`src/rtl/ghost_move_controller.sv`:
```
`default_nettype none
// ============================================================================
// ghost_move_controller -- every MOVE_PERIOD cycles, steps each ghost one tile
// toward Pacman, falling back clockwise around walls and the grid edge.
// Revision: 1.0
// ============================================================================
module ghost_move_controller #(
   parameter int MOVE_PERIOD = 25000000,
   parameter int NUM_GHOSTS  = 4
) (
   input  logic       clock_50,
   input  logic       reset_n,
   input  logic       start,
   input  logic [4:0] pac_x,
   input  logic [4:0] pac_y,
   output logic [1:0] ghost_sel,
   output logic       reg_en,
   output logic       reg_readwrite,
   output logic [4:0] reg_x_wr,
   output logic [4:0] reg_y_wr,
   input  logic [4:0] reg_x_rd,
   input  logic [4:0] reg_y_rd,
   output logic [4:0] maze_x,
   output logic [4:0] maze_y,
   output logic       maze_rd,
   input  logic       maze_wall,
   output logic       busy,
   output logic       round_done,
   output logic       collision
);
   localparam int                 c_CNT_W      = (MOVE_PERIOD > 1) ? $clog2(MOVE_PERIOD) : 1;
   localparam logic [c_CNT_W-1:0] c_TICK_LAST  = c_CNT_W'(MOVE_PERIOD - 1);
   localparam logic [1:0]         c_LAST_GHOST = 2'(NUM_GHOSTS - 1);
   // Direction codes are ordered so that +1 is a clockwise rotation.
   localparam logic [1:0]         c_UP    = 2'd0;
   localparam logic [1:0]         c_RIGHT = 2'd1;
   localparam logic [1:0]         c_DOWN  = 2'd2;
   localparam logic [1:0]         c_LEFT  = 2'd3;

   typedef enum logic [2:0] {
      IDLE      = 3'd0,
      WAIT_TICK = 3'd1,
      READ      = 3'd2,
      PROBE     = 3'd3,
      CHECK     = 3'd4,
      WRITE     = 3'd5,
      NEXT      = 3'd6
   } state_t;

   state_t              r_state;
   state_t              w_next;
   logic [c_CNT_W-1:0]  r_tick;
   logic [1:0]          r_ghost_sel;
   logic [4:0]          r_gx, r_gy, r_nx, r_ny;
   logic [1:0]          r_dir;
   logic [1:0]          r_tries;
   logic                r_collision;

   logic signed [5:0]   w_dx, w_dy;
   logic [5:0]          w_adx, w_ady;
   logic [1:0]          w_pref;
   logic                w_same;
   logic [4:0]          w_cx, w_cy;
   logic                w_offgrid;
   logic                w_last_try;

   // Direction is chosen from the freshly read coordinates so READ can branch at once.
   assign w_dx   = $signed({1'b0, pac_x}) - $signed({1'b0, reg_x_rd});
   assign w_dy   = $signed({1'b0, pac_y}) - $signed({1'b0, reg_y_rd});
   assign w_adx  = w_dx[5] ? 6'(-w_dx) : 6'(w_dx);
   assign w_ady  = w_dy[5] ? 6'(-w_dy) : 6'(w_dy);
   assign w_pref = (w_adx >= w_ady) ? (w_dx[5] ? c_LEFT : c_RIGHT)
                                    : (w_dy[5] ? c_UP   : c_DOWN);
   assign w_same = (pac_x == reg_x_rd) && (pac_y == reg_y_rd);
   assign w_last_try = (r_tries == 2'd3);

   always_comb begin
      w_cx      = r_gx;
      w_cy      = r_gy;
      w_offgrid = 1'b0;
      case (r_dir)
         c_UP:    begin w_offgrid = (r_gy == 5'd0);  w_cy = r_gy - 5'd1; end
         c_RIGHT: begin w_offgrid = (r_gx == 5'd31); w_cx = r_gx + 5'd1; end
         c_DOWN:  begin w_offgrid = (r_gy == 5'd31); w_cy = r_gy + 5'd1; end
         default: begin w_offgrid = (r_gx == 5'd0);  w_cx = r_gx - 5'd1; end
      endcase
   end

   always_comb begin
      w_next        = r_state;
      reg_en        = 1'b0;
      reg_readwrite = 1'b1;
      reg_x_wr      = 5'd0;
      reg_y_wr      = 5'd0;
      maze_x        = 5'd0;
      maze_y        = 5'd0;
      maze_rd       = 1'b0;
      busy          = 1'b0;
      round_done    = 1'b0;
      case (r_state)
         IDLE: if (start) w_next = WAIT_TICK;
         WAIT_TICK: begin
            if (!start)                    w_next = IDLE;
            else if (r_tick == c_TICK_LAST) w_next = READ;
         end
         READ: begin
            busy   = 1'b1;
            reg_en = 1'b1;
            w_next = w_same ? WRITE : PROBE;
         end
         PROBE: begin
            busy = 1'b1;
            if (w_offgrid) begin
               w_next = w_last_try ? WRITE : PROBE;
            end else begin
               maze_rd = 1'b1;
               maze_x  = w_cx;
               maze_y  = w_cy;
               w_next  = CHECK;
            end
         end
         CHECK: begin
            busy   = 1'b1;
            w_next = (!maze_wall || w_last_try) ? WRITE : PROBE;
         end
         WRITE: begin
            busy          = 1'b1;
            reg_en        = 1'b1;
            reg_readwrite = 1'b0;
            reg_x_wr      = r_nx;
            reg_y_wr      = r_ny;
            w_next        = NEXT;
         end
         NEXT: begin
            busy = 1'b1;
            if (r_ghost_sel < c_LAST_GHOST) begin
               w_next = READ;
            end else begin
               round_done = 1'b1;
               w_next     = start ? WAIT_TICK : IDLE;
            end
         end
         default: w_next = IDLE;
      endcase
   end

   always_ff @(posedge clock_50) begin
      if (!reset_n) begin
         r_state     <= IDLE;
         r_tick      <= '0;
         r_ghost_sel <= 2'd0;
         r_gx        <= 5'd0;
         r_gy        <= 5'd0;
         r_nx        <= 5'd0;
         r_ny        <= 5'd0;
         r_dir       <= c_UP;
         r_tries     <= 2'd0;
         r_collision <= 1'b0;
      end else begin
         r_state <= w_next;
         r_tick  <= (r_state == WAIT_TICK && w_next == WAIT_TICK) ? r_tick + c_CNT_W'(1) : '0;
         case (r_state)
            WAIT_TICK: if (w_next == READ) r_ghost_sel <= 2'd0;
            READ: begin
               r_gx    <= reg_x_rd;
               r_gy    <= reg_y_rd;
               r_nx    <= reg_x_rd;
               r_ny    <= reg_y_rd;
               r_dir   <= w_pref;
               r_tries <= 2'd0;
               if (w_same) r_collision <= 1'b1;
            end
            PROBE: begin
               if (w_offgrid && !w_last_try) begin
                  r_dir   <= r_dir + 2'd1;
                  r_tries <= r_tries + 2'd1;
               end
            end
            CHECK: begin
               if (!maze_wall) begin
                  r_nx <= w_cx;
                  r_ny <= w_cy;
               end else if (!w_last_try) begin
                  r_dir   <= r_dir + 2'd1;
                  r_tries <= r_tries + 2'd1;
               end
            end
            WRITE: if (r_nx == pac_x && r_ny == pac_y) r_collision <= 1'b1;
            NEXT:  if (w_next == READ) r_ghost_sel <= r_ghost_sel + 2'd1;
            default: ;
         endcase
      end
   end

   assign ghost_sel = r_ghost_sel;
   assign collision = r_collision;

endmodule
`default_nettype wire

```
`config.mk`:
```
export PLATFORM = sky130hd
export DESIGN_NAME = ghost_move_controller
export DESIGN_NICKNAME = d
export VERILOG_FILES = /design/src/rtl/ghost_move_controller.sv
export SDC_FILE = /design/constraint.sdc
export NUM_CORES = 1
export LEC_CHECK = 0
export ABC_AREA = 1
export CAP_MARGIN = 20
export CORE_AREA = 2 2 91 93
export CTS_CLUSTER_SIZE = 30
export DETAILED_ROUTE_END_ITERATION = 6
export DIE_AREA = 0 0 93 95
export PLACE_DENSITY = 0.86
export SKIP_LAST_GASP = 1
export SYNTH_ARGS = -nofsm -noshare
export SYNTH_HDL_FRONTEND = slang
export SYNTH_SLANG_ARGS = --single-unit
export TNS_END_PERCENT = 20
```
`constraint.sdc`:
```
create_clock -name clock_50 -period 7.7 [get_ports clock_50]
set_input_delay 1.54 -clock clock_50 [delete_from_list [all_inputs] [get_ports clock_50]]
set_output_delay 1.54 -clock clock_50 [all_outputs]
set_load 0.01 [all_outputs]
```
==> results of run 1 <==
## cells in the mapped netlist, drive strengths merged
master	n
nor4	8
a21oi	42
nor3b	3
o21ai	52
nand3b	1
clkbuf	3
o221ai	1
a31oi	3
xnor2	9
o21ba	1
nand2	120
nand3	32
dfxtp	55
o211ai	6
xor2	24
o21a	2
o31ai	1
nor3	8
or3	1
or2	8
fa	4
nor2	89
nand4	14
inv	119
buf	9
o22ai	1
ha	31
a21o	1
## routing by layer
layer  vias to the layer above  part of all wire, %
met4                         0                  1.8
met5                         -                    0
met3                        21                  7.8
met1                      2019                   41
li1                       2162                    -
met2                       161                   49
## registers in the layout (all words and copies together) (netlist names)
name       cells
r_ny           5
ghost_sel      2
r_tries        2
collision      1
r_state        3
r_tick        25
r_gx           5
r_dir          2
r_gy           5
r_nx           5
## per-stage QoR
stage,total power [mW],utilization [%],worst slack [ns],cells
5_1_grt,0.623,62.1,3.04,801
6_report,0.588,62.1,3.19,801
3_3_place_gp,0.423,61.0,3.19,793
2_1_floorplan,0.393,-,3.83,648
4_1_cts,0.592,62.1,3.22,801
3_5_place_dp,0.431,61.0,3.06,793
## cell usage in the layout (no fill, tap or decap), types with 6 or more instances in the layout
cell / instances
nor3_1: 7
inv_1: 119
nor2_1: 84
xor2_1: 24
o21ai_0: 52
dfxtp_1: 55
o211ai_1: 6
nand2_1: 118
nand3_1: 29
nor4_1: 7
ha_1: 31
clkdlybuf4s50_1: 51
xnor2_1: 9
nand4_1: 14
a21oi_1: 41
## how the worst max path moves through the flow
stage | from | to
after CTS | r_dir[1] | maze_x[4]
final | r_dir[1] | maze_x[4]
after detailed placement | pac_x[0] | r_dir[1]
after global placement | pac_y[0] | r_dir[1]
after global routing | r_dir[1] | maze_x[4]
after floorplan | pac_y[0] | r_dir[1]
## cell families (layout without fill, tap and decap cells)
logic type               count (synthesis)  in the layout  share of synthesized area, %
buffers and inverters                  131            179                          11.8
XOR/XNOR                                33             33                          6.82
flip-flops                              55             55                          26.0
AND/OR/NAND/NOR                        284            284                          30.4
AO/OA/AOI/OAI                          110            110                          14.0
adder cells (fa/ha/maj)                 35             35                          11.0
## layout make-up
class | instances | area [µm²] | share of cell area [%]
Multi-Input combinational cell | 462 | 2640 | 53.6
Sequential cell | 55 | 1100 | 22.4
Timing Repair Buffer | 52 | 518 | 10.5
Inverter | 119 | 447 | 9.08
Tap cell | 105 | 131 | 2.67
Clock buffer | 5 | 68.8 | 1.40
Clock inverter | 3 | 18.8 | 0.381
## power by group
group	switching, mW	internal (mW)	leakage [nW]	total [mW]
combinational	0.0792	0.0599	1.73	0.139
sequential	0.000679	0.285	0.443	0.286
clock	0.0988	0.0644	0.0483	0.163
==> run metrics, run 1 <==
syn nets=707; RR Startpoint=r_state[2]; antenna violations before repair=0; total gr overflow=0; layer carrying the most global-route usage=met2; detail-routed via count per cell=5.45; kind of critical path=flip-flop to output port; worst path arrival time=2.97 ns; layout cells sized above 1=4.02%; Longest Clk Path Bufs=2; DRC violations left=0; die height=95 µm; final WL=11.2 mm; router iterations before antenna repair=5; die area=8840 µm²; total track usage=25.8%; min-delay src=r_tick[0]; Slew @ Worst Pin=0.924 ns; DIE WIDTH=93 µm; PortBufs=51; CTS Hold Bufs=0; final-stage net count=754; Clock transition at path regs=0.09 ns; CP max stage delay=0.54 ns; Yosys top cell area share=26.0%; Buffers & Inverters on Critical Path=5; cell mode on critical path=inv_1; Num CTS Buffers=5; Slowest-stage cell, CP=clkdlybuf4s50_1; Slew Limit Fails=0; initial DRC count=250; Seq cells post-synth=55; CTS tree=built; DRT antenna net count=0; PostCTS Resize Cnt=0; Hold EP=r_tick[0]; core area=7930 µm²; max-cap viol count=0; maximum clock rate=222 MHz; R2R Setup Slk=5.07 ns; Inserted Diodes=0; first-pass GRT wire length=18.4 mm; top cell family by delay on the critical path=buffers and inverters; area post-placement=4830 µm²; final setup TNS=0 ns; hold path depth=1; Yosys warning count=0; Final Hold Vio Count=0; initial core utilization=53.5%; skew final=0.00980 ns; vias in the first global route=4121; critical path cell sequence=inv_1 > ha_1 > inv_1 > ha_1 > inv_1 > nor2_1 > o21ai_0 > nand2_1 > nand2_1 > nand3_1 > xor2_1 > inv_1 > nor2_1 > clkdlybuf4s50_1; Stages on worst setup path=14; status=finished clean; final instance area=4920 µm²; required time worst endpoint=6.16 ns; Post-Synthesis Cells=648; Final Cycle Share=58.5%; vias=4363; synth unique cells=38; Area Growth Syn to Fin=16.1%; Cell Area, Synth=4240 µm²; Routed wire per std cell=14.0 µm; CTS Sinks=55; H-tree depth=2; # setup viols final=0; max_slew headroom=38.2%; fill count=751; Post-DP HPWL=8.94 mm; Setup crit start kind=flip-flop; largest net degree at the start of global routing=29; Root Driver=clkbuf_8; leading area contributor after synthesis=dfxtp_1; top-level I/O count=52; sequential area share after synthesis=26.0%; Critical R2R Capture=r_ny[1]; critical-path maximum fanout=4; setup bufs post-CTS=0; Hold Path Class=flip-flop to flip-flop; routability cong.=0.948; M1 GR Usage=30.9%; Worst-Skew Late Latency=0.31 ns; PD cells=119 nW/µm²; Mean Syn Cell Area=6.54 µm²; met3 GRT Util=5.35%; grt met2 use=45.9%; RSZ-0062 raised after global routing=false; Hold Slack=0.468 ns; CP Capture Type=output port; leakage=2.22 nW; minimum clock period=4.51 ns; top cells by area, synth=dfxtp_1, inv_1, nand2_1; Row Count=33; number of cells on the worst reg-to-reg path=8; worst IR drop on VDD=0.0874 mV
No activity file was read; power rests on OpenSTA's default activity.
==> run 2: changes to the inputs <==
Clock period 7.7 ns to 4.5 ns, I/O delays scaled along.
==> run metrics, run 2 (synthesis results as in run 1) <==
status=finished clean; Critical R2R Capture=r_ny[1]; hold path depth=1 (unchanged); kind of critical path=flip-flop to output port; fin worst setup slack=0.623 ns (-2.57 ns); commonest non-fill, non-tap cell in the layout=inv_1; H-tree depth=2 (unchanged); Slew @ Worst Pin=0.622 ns (-0.302 ns); core area=7930 µm² (unchanged); R2R Setup Slk=1.92 ns (-3.15 ns); FF+latch area=1100 µm² (unchanged); largest net degree at the start of global routing=29 (unchanged); routability cong.=0.954 (+0.66%); initial core utilization=53.5% (unchanged); CP max stage delay=0.54 ns (about the same); PostCTS Resize Cnt=0 (unchanged); first-pass GRT wire length=18.3 mm (-1.0%); detail-routed via count per cell=5.39 (-1.0%); DRT antenna net count=0 (unchanged); top cell family by delay on the critical path=buffers and inverters; Hold EP=r_tick[0]; Longest Clk Path Bufs=2 (unchanged); final WL=11.1 mm (-1.2%); total gr overflow=0 (unchanged); Cell Int Power=0.702 mW (+72%); vias=4323 (-0.92%); required time worst endpoint=3.60 ns (-2.56 ns); die area=8840 µm² (unchanged); worst path arrival time=2.98 ns (about the same); net switching power=0.315 mW (+76%); Sw Share=31.0% (+0.55 points); CTS Hold Bufs=0 (unchanged); Stages on worst setup path=14 (unchanged); number of cells on the worst reg-to-reg path=8 (unchanged); Reg with most FFs=r_tick; max reg flops=25 (unchanged); CTS tree=built; router iterations before antenna repair=7 (+2); Final Hold Vio Count=0 (unchanged); worst IR drop on VDD=0.162 mV (+86%); # setup viols final=0 (unchanged); top-level I/O count=52 (unchanged); vias in the first global route=4031 (-2.2%); RSZ-0062 raised after global routing=false; Routed wire per std cell=13.8 µm (-1.3%); Area Growth Syn to Fin=16.3%; Hold Slack=0.463 ns (-0.00574 ns); Num CTS Buffers=5 (unchanged); max-cap viol count=0 (unchanged); initial DRC count=216 (-14%); setup bufs post-CTS=0 (unchanged); max_slew headroom=58.3% (+20 points); DRC violations left=0 (unchanged); cell mode on critical path=inv_1; dpl ws=0.501 ns (-2.56 ns); Inserted Diodes=0 (unchanged); die height=95 µm (unchanged); CTS Sinks=55 (unchanged); final-stage net count=755 (+0.13%); Row Count=33 (unchanged); Worst-Skew Late Latency=0.32 ns (about the same); final setup TNS=0 ns (unchanged); Hold Path Class=flip-flop to flip-flop; critical path cell sequence=inv_1 > ha_1 > inv_1 > ha_1 > inv_1 > nor2_1 > o21ai_0 > nand2_1 > nand2_1 > nand3_1 > xor2_1 > inv_1 > nor2_1 > clkdlybuf4s50_1; leakage=2.23 nW (+0.22%); antenna violations before repair=0 (unchanged); Pwr Total=1.02 mW (+73%); CP Capture Type=output port; fill count=728 (-3.1%); DIE WIDTH=93 µm (unchanged); Buffers & Inverters on Critical Path=5 (unchanged); Setup crit start kind=flip-flop; most frequent cells in the layout=inv_1, nand2_1, nor2_1, dfxtp_1, o21ai_0; final core occ=62.2% (+0.095 points); Slew Limit Fails=0 (unchanged); layout cells sized above 1=4.16% (+0.14 points); minimum clock period=3.88 ns; total track usage=25.5% (-0.35 points); Clock transition at path regs=0.10 ns (about the same); PortBufs=51 (unchanged); Root Driver=clkbuf_8; Post-DP HPWL=8.81 mm (-1.5%); RR Startpoint=r_state[2]; critical-path maximum fanout=4 (unchanged); maximum clock rate=258 MHz; Comb power frac=23.9% (+0.2 points); Clock Power Share=28.0% (+0.2 points); PD cells=206 nW/µm² (+73%); Slowest-stage cell, CP=clkdlybuf4s50_1; min-delay src=r_tick[0]; Final Cycle Share=86.2%; area occupied by multi-input gates=2640 µm² (unchanged); Seq pwr share=48.1% (-0.5 points); skew final=0.0114 ns (+0.00156 ns)
-- run 2: cell count changes in the layout (fill, tap and decap cells not counted) --
cell	delta
buf_4	+1
-- run 2: layout make-up --
class                   instances  share of cell area [%]
repair buffers                 53                    10.7
flip-flops and latches         55                    22.3
well taps                     105                    2.67
clock inverters                 3                   0.381
inverters                     119                    9.06
clock buffers                   5                    1.40
multi-input cells             462                    53.5
-- run 2: power by group through the flow --
stage          combinational [mW]  clock, mW  sequential (mW)
2_1_floorplan               0.173          0            0.500
3_3_place_gp                0.225          0            0.500
3_5_place_dp                0.241          0            0.500
4_1_cts                     0.243      0.289            0.489
5_1_grt                     0.281      0.303            0.489
6_report                    0.243      0.284            0.489
-- run 2: how the worst max path moves through the flow --
stage / to / slack [ns] / startpoint
global placement: r_dir[1] / 0.64 / pac_y[0]
finish: maze_x[4] / 0.62 / r_dir[1]
floorplan: r_dir[1] / 1.27 / pac_y[0]
CTS: maze_x[4] / 0.66 / r_dir[1]
global route: maze_x[4] / 0.41 / r_dir[1]
detailed placement: r_dir[1] / 0.50 / reg_y_rd[1]
-- run 2: metal layers --
| metal | wire length [µm] | vias to the layer above | GRT usage (%) |
|---|---|---|---|
| li1 | - | 2167 | - |
| met1 | 4950 | 1997 | 31.8 |
| met5 | 0 | - | 0 |
| met4 | 184 | 0 | 7.23 |
| met2 | 5320 | 142 | 45.4 |
| met3 | 608 | 17 | 4.07 |
-- run 2: per-stage QoR --
step                      instances  cell area [µm²]
after floorplan                 648             4240
after global placement          794             4840
after detailed placement        794             4840
after CTS                       802             4930
after global routing            802             4930
final                           802             4930
-- run 2: worst register-to-register path, cell delays in order, from the launching register on --
cell and delay [ns]:
dfxtp_1 0.34, inv_1 0.09, nor3_2 0.49, inv_1 0.40
or2_0 0.32, nand2_1 0.31, inv_1 0.24, o211ai_1 0.25
inv_1 0.06
==> run 3: changes to the inputs <==
Settings changed: CAP_MARGIN 20 to default.
==> results of run 3 <==
No change in the layout: final DEF, timing and power equal those of run 2.
